===== src/rtl/i2c_master_tx_pkg.sv =====
// Shared types and constants for the i2c_master_tx single-byte write controller.
// The NACK check is compiled in with I2C_MASTER_TX_ACK_CHECK_EN.
package i2c_master_tx_pkg;

  typedef enum logic [2:0] {
    IDLE,
    S_START,
    S_ADDR,
    S_ACK1,
    S_DATA,
    S_ACK2,
    S_STOP
  } state_t;

  localparam logic [1:0] Q0 = 2'd0;
  localparam logic [1:0] Q1 = 2'd1;
  localparam logic [1:0] Q2 = 2'd2;
  localparam logic [1:0] Q3 = 2'd3;

  localparam logic RW_WRITE = 1'b0;

  // Ticks per complete write, and per write aborted on an address NACK
  localparam int FULL_TICKS = 80;
  localparam int NACK_TICKS = 44;

endpackage


===== src/rtl/i2c_master_tx_if.sv =====
// Bus and handshake bundle between the I2C write controller and its surroundings.
// The master modport is the controller's view; slave is the environment's view.
interface i2c_master_tx_if;

  logic       baud_clk;
  logic       baud_en;
  logic       start;
  logic [6:0] addr;
  logic [7:0] data;
  logic       sda_in;
  logic       scl;
  logic       sda_oe;
  logic       busy;
  logic       done;
  logic       ack_err;

  modport master (
    input  baud_clk, start, addr, data, sda_in,
    output baud_en, scl, sda_oe, busy, done, ack_err
  );

  modport slave (
    output baud_clk, start, addr, data, sda_in,
    input  baud_en, scl, sda_oe, busy, done, ack_err
  );

endinterface


===== src/rtl/i2c_master_tx_baud_tick_detect.sv =====
// Registers the baud generator clock and emits a one-clk pulse per rising edge.
module baud_tick_detect (
  input  logic clk,
  input  logic rst_n,
  input  logic baud_clk,
  output logic tick
);

  logic baud_q;

  always_ff @(posedge clk or negedge rst_n) begin
    if (!rst_n) begin
      baud_q <= 1'b0;
    end else begin
      baud_q <= baud_clk;
    end
  end

  assign tick = baud_clk & ~baud_q;

endmodule


===== src/rtl/i2c_master_tx.sv =====
// Single-transaction I2C write master: START, address+W, one data byte, STOP.
// Slave NACK detection is compiled in when I2C_MASTER_TX_ACK_CHECK_EN is defined.
module i2c_master_tx
  import i2c_master_tx_pkg::*;
(
  input  logic            clk,
  input  logic            rst_n,
  i2c_master_tx_if.master bus
);

  logic       tick;
  state_t     state, state_n;
  logic [1:0] phase, phase_n;
  logic [2:0] bit_cnt, bit_cnt_n;
  logic [7:0] shreg, shreg_n;
  logic [7:0] data_q, data_q_n;
  logic       done_q, done_n;
  logic       ack_err_q, ack_err_n;
  logic       scl_c, sda_oe_c;

  baud_tick_detect u_tick (
    .clk      (clk),
    .rst_n    (rst_n),
    .baud_clk (bus.baud_clk),
    .tick     (tick)
  );

  always_ff @(posedge clk or negedge rst_n) begin
    if (!rst_n) begin
      state     <= IDLE;
      phase     <= Q0;
      bit_cnt   <= 3'd0;
      shreg     <= 8'd0;
      data_q    <= 8'd0;
      done_q    <= 1'b0;
      ack_err_q <= 1'b0;
    end else begin
      state     <= state_n;
      phase     <= phase_n;
      bit_cnt   <= bit_cnt_n;
      shreg     <= shreg_n;
      data_q    <= data_q_n;
      done_q    <= done_n;
      ack_err_q <= ack_err_n;
    end
  end

  // state/phase name the quarter currently on the bus; a tick closes it
  always_comb begin
    state_n   = state;
    phase_n   = phase;
    bit_cnt_n = bit_cnt;
    shreg_n   = shreg;
    data_q_n  = data_q;
    done_n    = 1'b0;
    ack_err_n = ack_err_q;
    case (state)
      IDLE: begin
        if (bus.start && !done_q) begin
          state_n   = S_START;
          phase_n   = Q0;
          bit_cnt_n = 3'd0;
          shreg_n   = {bus.addr, RW_WRITE};
          data_q_n  = bus.data;
          ack_err_n = 1'b0;
        end
      end
      default: begin
        if (tick) begin
          phase_n = phase + 2'd1;
`ifdef I2C_MASTER_TX_ACK_CHECK_EN
          if ((state == S_ACK1 || state == S_ACK2) && phase == Q2 && bus.sda_in) begin
            ack_err_n = 1'b1;
          end
`endif
          if (phase == Q3) begin
            case (state)
              S_START: state_n = S_ADDR;
              S_ADDR, S_DATA: begin
                shreg_n   = {shreg[6:0], 1'b0};
                bit_cnt_n = bit_cnt + 3'd1;
                if (bit_cnt == 3'd7) begin
                  state_n = (state == S_ADDR) ? S_ACK1 : S_ACK2;
                end
              end
              S_ACK1: begin
                state_n = S_DATA;
                shreg_n = data_q;
`ifdef I2C_MASTER_TX_ACK_CHECK_EN
                if (ack_err_q) begin
                  state_n = S_STOP;
                end
`endif
              end
              S_ACK2: state_n = S_STOP;
              S_STOP: begin
                state_n = IDLE;
                done_n  = 1'b1;
              end
              default: state_n = IDLE;
            endcase
          end
        end
      end
    endcase
  end

  // Bus levels decode straight from state, so reset releases the bus asynchronously
  always_comb begin
    scl_c    = 1'b1;
    sda_oe_c = 1'b0;
    case (state)
      S_START: begin
        scl_c    = (phase != Q3);
        sda_oe_c = (phase == Q2) || (phase == Q3);
      end
      S_ADDR, S_DATA: begin
        scl_c    = (phase == Q2) || (phase == Q3);
        sda_oe_c = ~shreg[7];
      end
      S_ACK1, S_ACK2: begin
        scl_c = (phase == Q2) || (phase == Q3);
      end
      S_STOP: begin
        scl_c    = (phase != Q0);
        sda_oe_c = (phase == Q0) || (phase == Q1);
      end
      default: begin
      end
    endcase
  end

  assign bus.scl     = scl_c;
  assign bus.sda_oe  = sda_oe_c;
  assign bus.busy    = (state != IDLE);
  assign bus.baud_en = (state != IDLE);
  assign bus.done    = done_q;

`ifdef I2C_MASTER_TX_ACK_CHECK_EN
  assign bus.ack_err = ack_err_q;
`else
  logic unused_sda_in;
  assign unused_sda_in = bus.sda_in;
  assign bus.ack_err   = 1'b0;
`endif

endmodule


===== src/flat_wrapper.sv =====
// flat-port wrapper written by rule: the top's interface ports become plain ports
module i2c_master_tx_flat import i2c_master_tx_pkg::*;
  (clk, rst_n, bus_baud_clk, bus_start, bus_addr, bus_data, bus_sda_in, bus_baud_en, bus_scl, bus_sda_oe, bus_busy, bus_done, bus_ack_err);
  i2c_master_tx_if bus_i ();
  input  logic clk;
  input  logic rst_n;
  input wire logic [$bits(bus_i.baud_clk)-1:0] bus_baud_clk;
  input wire logic [$bits(bus_i.start)-1:0] bus_start;
  input wire logic [$bits(bus_i.addr)-1:0] bus_addr;
  input wire logic [$bits(bus_i.data)-1:0] bus_data;
  input wire logic [$bits(bus_i.sda_in)-1:0] bus_sda_in;
  output wire logic [$bits(bus_i.baud_en)-1:0] bus_baud_en;
  output wire logic [$bits(bus_i.scl)-1:0] bus_scl;
  output wire logic [$bits(bus_i.sda_oe)-1:0] bus_sda_oe;
  output wire logic [$bits(bus_i.busy)-1:0] bus_busy;
  output wire logic [$bits(bus_i.done)-1:0] bus_done;
  output wire logic [$bits(bus_i.ack_err)-1:0] bus_ack_err;
  assign bus_i.baud_clk = bus_baud_clk;
  assign bus_i.start = bus_start;
  assign bus_i.addr = bus_addr;
  assign bus_i.data = bus_data;
  assign bus_i.sda_in = bus_sda_in;
  assign bus_baud_en = bus_i.baud_en;
  assign bus_scl = bus_i.scl;
  assign bus_sda_oe = bus_i.sda_oe;
  assign bus_busy = bus_i.busy;
  assign bus_done = bus_i.done;
  assign bus_ack_err = bus_i.ack_err;
  i2c_master_tx u_core (.clk(clk), .rst_n(rst_n), .bus(bus_i));
endmodule

===== config.mk =====
export PLATFORM = sky130hd
export DESIGN_NAME = i2c_master_tx_flat
export DESIGN_NICKNAME = d
export VERILOG_FILES = /design/src/rtl/i2c_master_tx_pkg.sv /design/src/rtl/i2c_master_tx_if.sv /design/src/rtl/i2c_master_tx_baud_tick_detect.sv /design/src/rtl/i2c_master_tx.sv /design/src/flat_wrapper.sv
export SDC_FILE = /design/constraint.sdc
export NUM_CORES = 1
export LEC_CHECK = 0
export CAP_MARGIN = 10
export CORE_MARGIN = 5
export CORE_UTILIZATION = 55
export CTS_BUF_LIST = sky130_fd_sc_hd__clkbuf_4
export CTS_CLUSTER_SIZE = 10
export DETAILED_ROUTE_END_ITERATION = 7
export GPL_ROUTABILITY_DRIVEN = 1
export PLACE_DENSITY = 0.82
export SLEW_MARGIN = 10
export SYNTH_ARGS = -nofsm -noshare
export SYNTH_HDL_FRONTEND = slang
export SYNTH_SLANG_ARGS = --single-unit

===== constraint.sdc =====
create_clock -name clk -period 2.4 [get_ports clk]
set_input_delay 0.48 -clock clk [delete_from_list [all_inputs] [get_ports clk]]
set_output_delay 0.48 -clock clk [all_outputs]
set_load 0.05 [all_outputs]

After elaboration in Yosys (flattened, before gate mapping)
Cells that the tools add are included.
Widths: inputs -> output; s select.

word-level totals
  register bits after elaboration = 26
  bits in latches = 0
  bits in writable memories = 0
  bits in read-only memories = 0
  output and inout port bits = 6
  word-level logic and storage cells = 70
  memories = 0

operators by class
  $add $sub $neg = 2
  $mul = 0
  div/mod/pow operators = 0
  order comparisons = 0
  equality and inequality tests = 13
  shift-type cells = 0
  muxes and demuxes = 26
  bitwise gates (word level) = 3
  reduce and logical (&&, ||, !) cells = 19

operators by type and width
  cell                 count
  $mux 3               11
  $mux 8               4
  $pmux 8 s2           1
  $eq 3x3->1 const B   4
  $pmux 3 s4           1
  $reduce_and 4->1     3
  $reduce_bool 2->1    4
  $eq 3x2->1 const B   2
  $mux 2               3
  $pmux 1 s3           2
  $reduce_bool 3->1    2
  $eq 2x2->1 const B   2
  $mux 1               4
  $reduce_and 2->1     2
  $reduce_or 4->1      1
  $add 3x1->3 const B  1
  $eq 3x1->1 const B   1
  $logic_not 3->1      1
  $ne 3x2->1 const B   1
  $add 2x1->2 const B  1
  $eq 2x1->1 const B   1
  $logic_not 2->1      1
  $logic_or 1x1->1     2
  $ne 2x1->1 const B   1
  6 further kinds      7

Longest topological paths before layout
  depth after elaboration = 7
  mapped depth = 7
  gate-level depth less buffers = 6

Cells and area by module
Synthesis repeated with hierarchy kept, for this count alone.

second synthesis, totals
  cells, all modules = 153
  area, all modules = 1447.6 sq um

modules (own cells, without submodules)
  module            instances  cells an instance  area an instance (sq um)  seq. area each (sq um)
  i2c_master_tx     1          151                1408.9                    625.6
  baud_tick_detect  1          2                  38.8                      25.0

Worst setup path after synthesis
OpenSTA, ideal clock, no wires.

  kind = flip-flop to output port
  start = register u_core.state[1]
  end = output port bus_sda_oe
  data arrival time = 1736 ps
  data required time = 1920 ps
  path slack = 184 ps
  cell stages (with the launch flop) = 5
  path buffers = 2
  path through = dfrtp_1 clkbuf_1 clkbuf_1 a21oi_1 o22ai_1

between the ends
  word-level cells in the longest chain between the ends = 3

ends and longest elaborated chain
  item                                      line                  source
  start: declaration                        i2c_master_tx.sv:12   state_t state, state_n;
  start signal: assignment                  i2c_master_tx.sv:38   state <= state_n;
  $eq 3x3->1 or $eq 3x2->1 (tied branches)  i2c_master_tx.sv:112  case (state)
  $reduce_or 2->1                           i2c_master_tx.sv:112
  $pmux 1 s3 (*)                            i2c_master_tx.sv:112
  end: declaration                          flat_wrapper.sv:14    output wire logic [$bits(bus_i.sda_oe)-1:0] bus_sda_oe;

Mark *: on every way between the ends. The rest lies on a longest branch, timed or not.

Worst setup path in the final report
  start = register u_core.phase[0]
  end = output port bus_sda_oe

between the ends
  word-level cells in the longest chain between the ends = 3

ends and longest elaborated chain
  item                                        line                                        source
  start: declaration                          i2c_master_tx.sv:13                         logic [1:0] phase, phase_n;
  start signal: assignment                    i2c_master_tx.sv:39                         phase <= phase_n;
  $eq 2x1->1, or another cell as far along    i2c_master_tx.sv:126                        sda_oe_c = (phase == Q0) || (phase == Q1);
  $logic_or 1x1->1, on equally long branches  i2c_master_tx.sv:126, i2c_master_tx.sv:115
  $pmux 1 s3 (*)                              i2c_master_tx.sv:112

Marks and branches as above.

==> results.md <==
* Die width at 63.9 µm
* Drt wl/cell at 15.2 µm
* Commonest cells post-synth: 26 x dfrtp_1, 12 x inv_1, 12 x o21ai_0
* Post-synth EDFFs at 0
* H-tree depth at 1
* Top-area cell type share of the netlist area at 0.408
* Site Rows at 19
* CTS tree: done
* Vias in the first global route at 1355
* MaxCap Viol Count at 0
* CP required at 1.92 ns
* Part of the Yosys area used for sequential elements at 0.408
* Initial Util at 0.578
* Clk_skew at 0.00581 ns
* R2r endpoint: u_core.shreg[6]$_DFFE_PN0P_
* Final net count at 215
* Core region area at 0.00276 mm²
* Share of cells above drive strength 1 at 0.181
* CTS sink cnt at 26
* N_diodes at 0
* Leak at 0.856 nW
* All-Layer GR Usage at 0.176
* Mapped Nets at 192
* Kind of critical path: reg2out
* CTS Buf Count at 3
* Cts repair resizes at 0
* Post-synth top flop: dfrtp_1
* Fmax at 441 MHz
* Area leader, netlist: dfrtp_1
* Cell total after placement at 215
* Post-DP HPWL at 2430 µm
* Setup bufs post-CTS at 0
* CTS Hold Bufs at 0
* Mapped Cells at 166
* Worst R2R Setup Slack at 0.36 ns
* Clock tree buffer depth at 2
* Synthesized cell area at 0.00160 mm²
* Final setup vio count at 0
* Syn_area_per_cell at 9.61 µm²
* GPL Wtd Cong at 0.798
* CTS root buf: clkbuf_4
* Pre-antenna DRT Iters at 4
* Largest net degree at the start of global routing at 27
* Global route overflow at 0
* Vias per cell at 5.89
* FFs w/ async S/R, synth at 1.00
* Fill cells at 223
* Crit path max fanout at 4
* Clk Latency, worst-skew pair at 0.33 ns
* 1st-iter DRT viols at 70
* IO Port Bufs at 23
* Post-synth cell types at 40
* Drc violations at 0
* Die Height at 63.9 µm
* Routed Antenna Nets at 0
* R2R depth at 5
* Endpoints failing hold at 0
* Period minus WS final at 2.27 ns
* Cell Pwr Density at 1040 mW/mm²
* First-pass GRT wire length at 5960 µm
* Final Slew Violations at 0
* Critical R2R Launch: u_core.state[1]$_DFFE_PN0P_
* Area growth from synthesis to layout at 23.7%
* Hold Worst Slack at 0.498 ns
* CP Launch Type: flop
* RSZ-0062 raised after global routing: false
* Setup crit end kind: output port
* Peak supply drop at 0.778 mV
* Die area at 0.00408 mm²
* Worst Hold Class: in2async
* Status: completed
* Top cells by area, synth: dfrtp_1 41%, mux2_2 6.4%, mux2i_1 5.0%
* Initial antenna violation count at 0
* Routed WL at 3340 µm
* Num ports at 26
* Seq cells post-synth at 26
* Top-count cell post-synth: dfrtp_1
* Tcrit/Tclk final at 0.945
* CP Data Arrival Time at 1.79 ns
* Yosys warnings at 0
* Final Non-Filler Cells at 219
* Vias at 1291
* Clock slew at reported path FFs at 0.15 ns
* Setup tns final at 0 ns
[registers in the layout, indices dropped and copies added, names as in the netlist]
register and count:
u_core.bit_cnt 3, u_core.bus.done 1, u_core.data_q 8, u_core.phase 2
u_core.shreg 8, u_core.state 3, u_core.u_tick.baud_q 1
[cell type report]
type	instances	area, µm²	share of cell area
clock buffer	3	22.5	0.0114
clock inverter	1	30.0	0.0152
inverter	13	48.8	0.0247
multi-input combinational	114	851	0.431
sequential	26	652	0.330
tap	31	38.8	0.0197
timing repair buffer	31	330	0.167
[critical path, stage by stage (launching register included)]
cell and delay, ns:
dfrtp_1 0.40, inv_1 0.09, ha_1 0.24, nor3b_2 0.21
a21oi_1 0.06, a21oi_1 0.18, o22ai_2 0.12, buf_12 0.17
[placed cells by master, fill, tap and decap left out, drive strengths merged, types with 2 or more instances in the layout]
| master | synthesis | routed |
|---|---|---|
| o211ai | 7 | 7 |
| dfrtp | 26 | 26 |
| mux2 | 11 | 11 |
| buf | 6 | 12 |
| clkbuf | 7 | 3 |
| o221ai | 7 | 7 |
| clkdlybuf4s50 | 0 | 19 |
| nor2 | 7 | 7 |
| a21oi | 8 | 8 |
| o21ai | 12 | 12 |
| nor3b | 3 | 3 |
| ha | 6 | 6 |
| o31ai | 2 | 2 |
| inv | 12 | 12 |
| nor3 | 9 | 9 |
| nand2 | 10 | 10 |
| nand2b | 3 | 3 |
| nor2b | 3 | 3 |
| and3 | 2 | 2 |
| mux2i | 8 | 8 |
| a21o | 2 | 2 |
[per-stage QoR]
stage | setup slack, ns | util | area, µm² | power, mW
floorplan | 0.184 | - | 1600 | 1.42
global placement | 0.237 | 0.691 | 1910 | 1.69
detailed placement | 0.194 | 0.691 | 1910 | 1.74
CTS | 0.00214 | 0.710 | 1960 | 2.05
global route | 0.00459 | 0.716 | 1970 | 2.22
finish | 0.131 | 0.716 | 1970 | 2.06
[where the power goes]
part	switching (mW)	internal (mW)	total, mW
registers	0.109	0.601	0.710
logic	0.558	0.482	1.04
clock network	0.137	0.169	0.306
total	0.804	1.25	2.06
[per-layer routing]
layer  part of all wire  track usage  wire length, µm
met1               0.44        0.220             1450
met2               0.53        0.312             1770
met3              0.031       0.0385              102
met4             0.0030       0.0286               10
met5                  0            0                0
[how the worst max path moves through the flow]
stage                                              to                        start  slack [ns]
final                                      bus_sda_oe  u_core.phase[0]$_DFFE_PN0P_        0.13
after global routing                       bus_sda_oe  u_core.state[0]$_DFFE_PN0P_       0.005
after CTS                                  bus_sda_oe  u_core.state[0]$_DFFE_PN0P_       0.002
after detailed placement  u_core.shreg[6]$_DFFE_PN0P_                 bus_baud_clk        0.19
after global placement    u_core.shreg[3]$_DFFE_PN0P_                 bus_baud_clk        0.24
after floorplan                            bus_sda_oe  u_core.state[1]$_DFFE_PN0P_        0.18
[cells by family after synthesis]
family / Yosys count / share of synthesized area
adders and majority gates: 7 / 0.0533
and+or+nand+nor: 43 / 0.149
DFF: 26 / 0.408
AOI/OAI and AO/OA: 44 / 0.187
other: 1 / 0.00235
buffers and inverters: 26 / 0.0674
muxes: 19 / 0.133
Power figures use the tool's default switching activity.
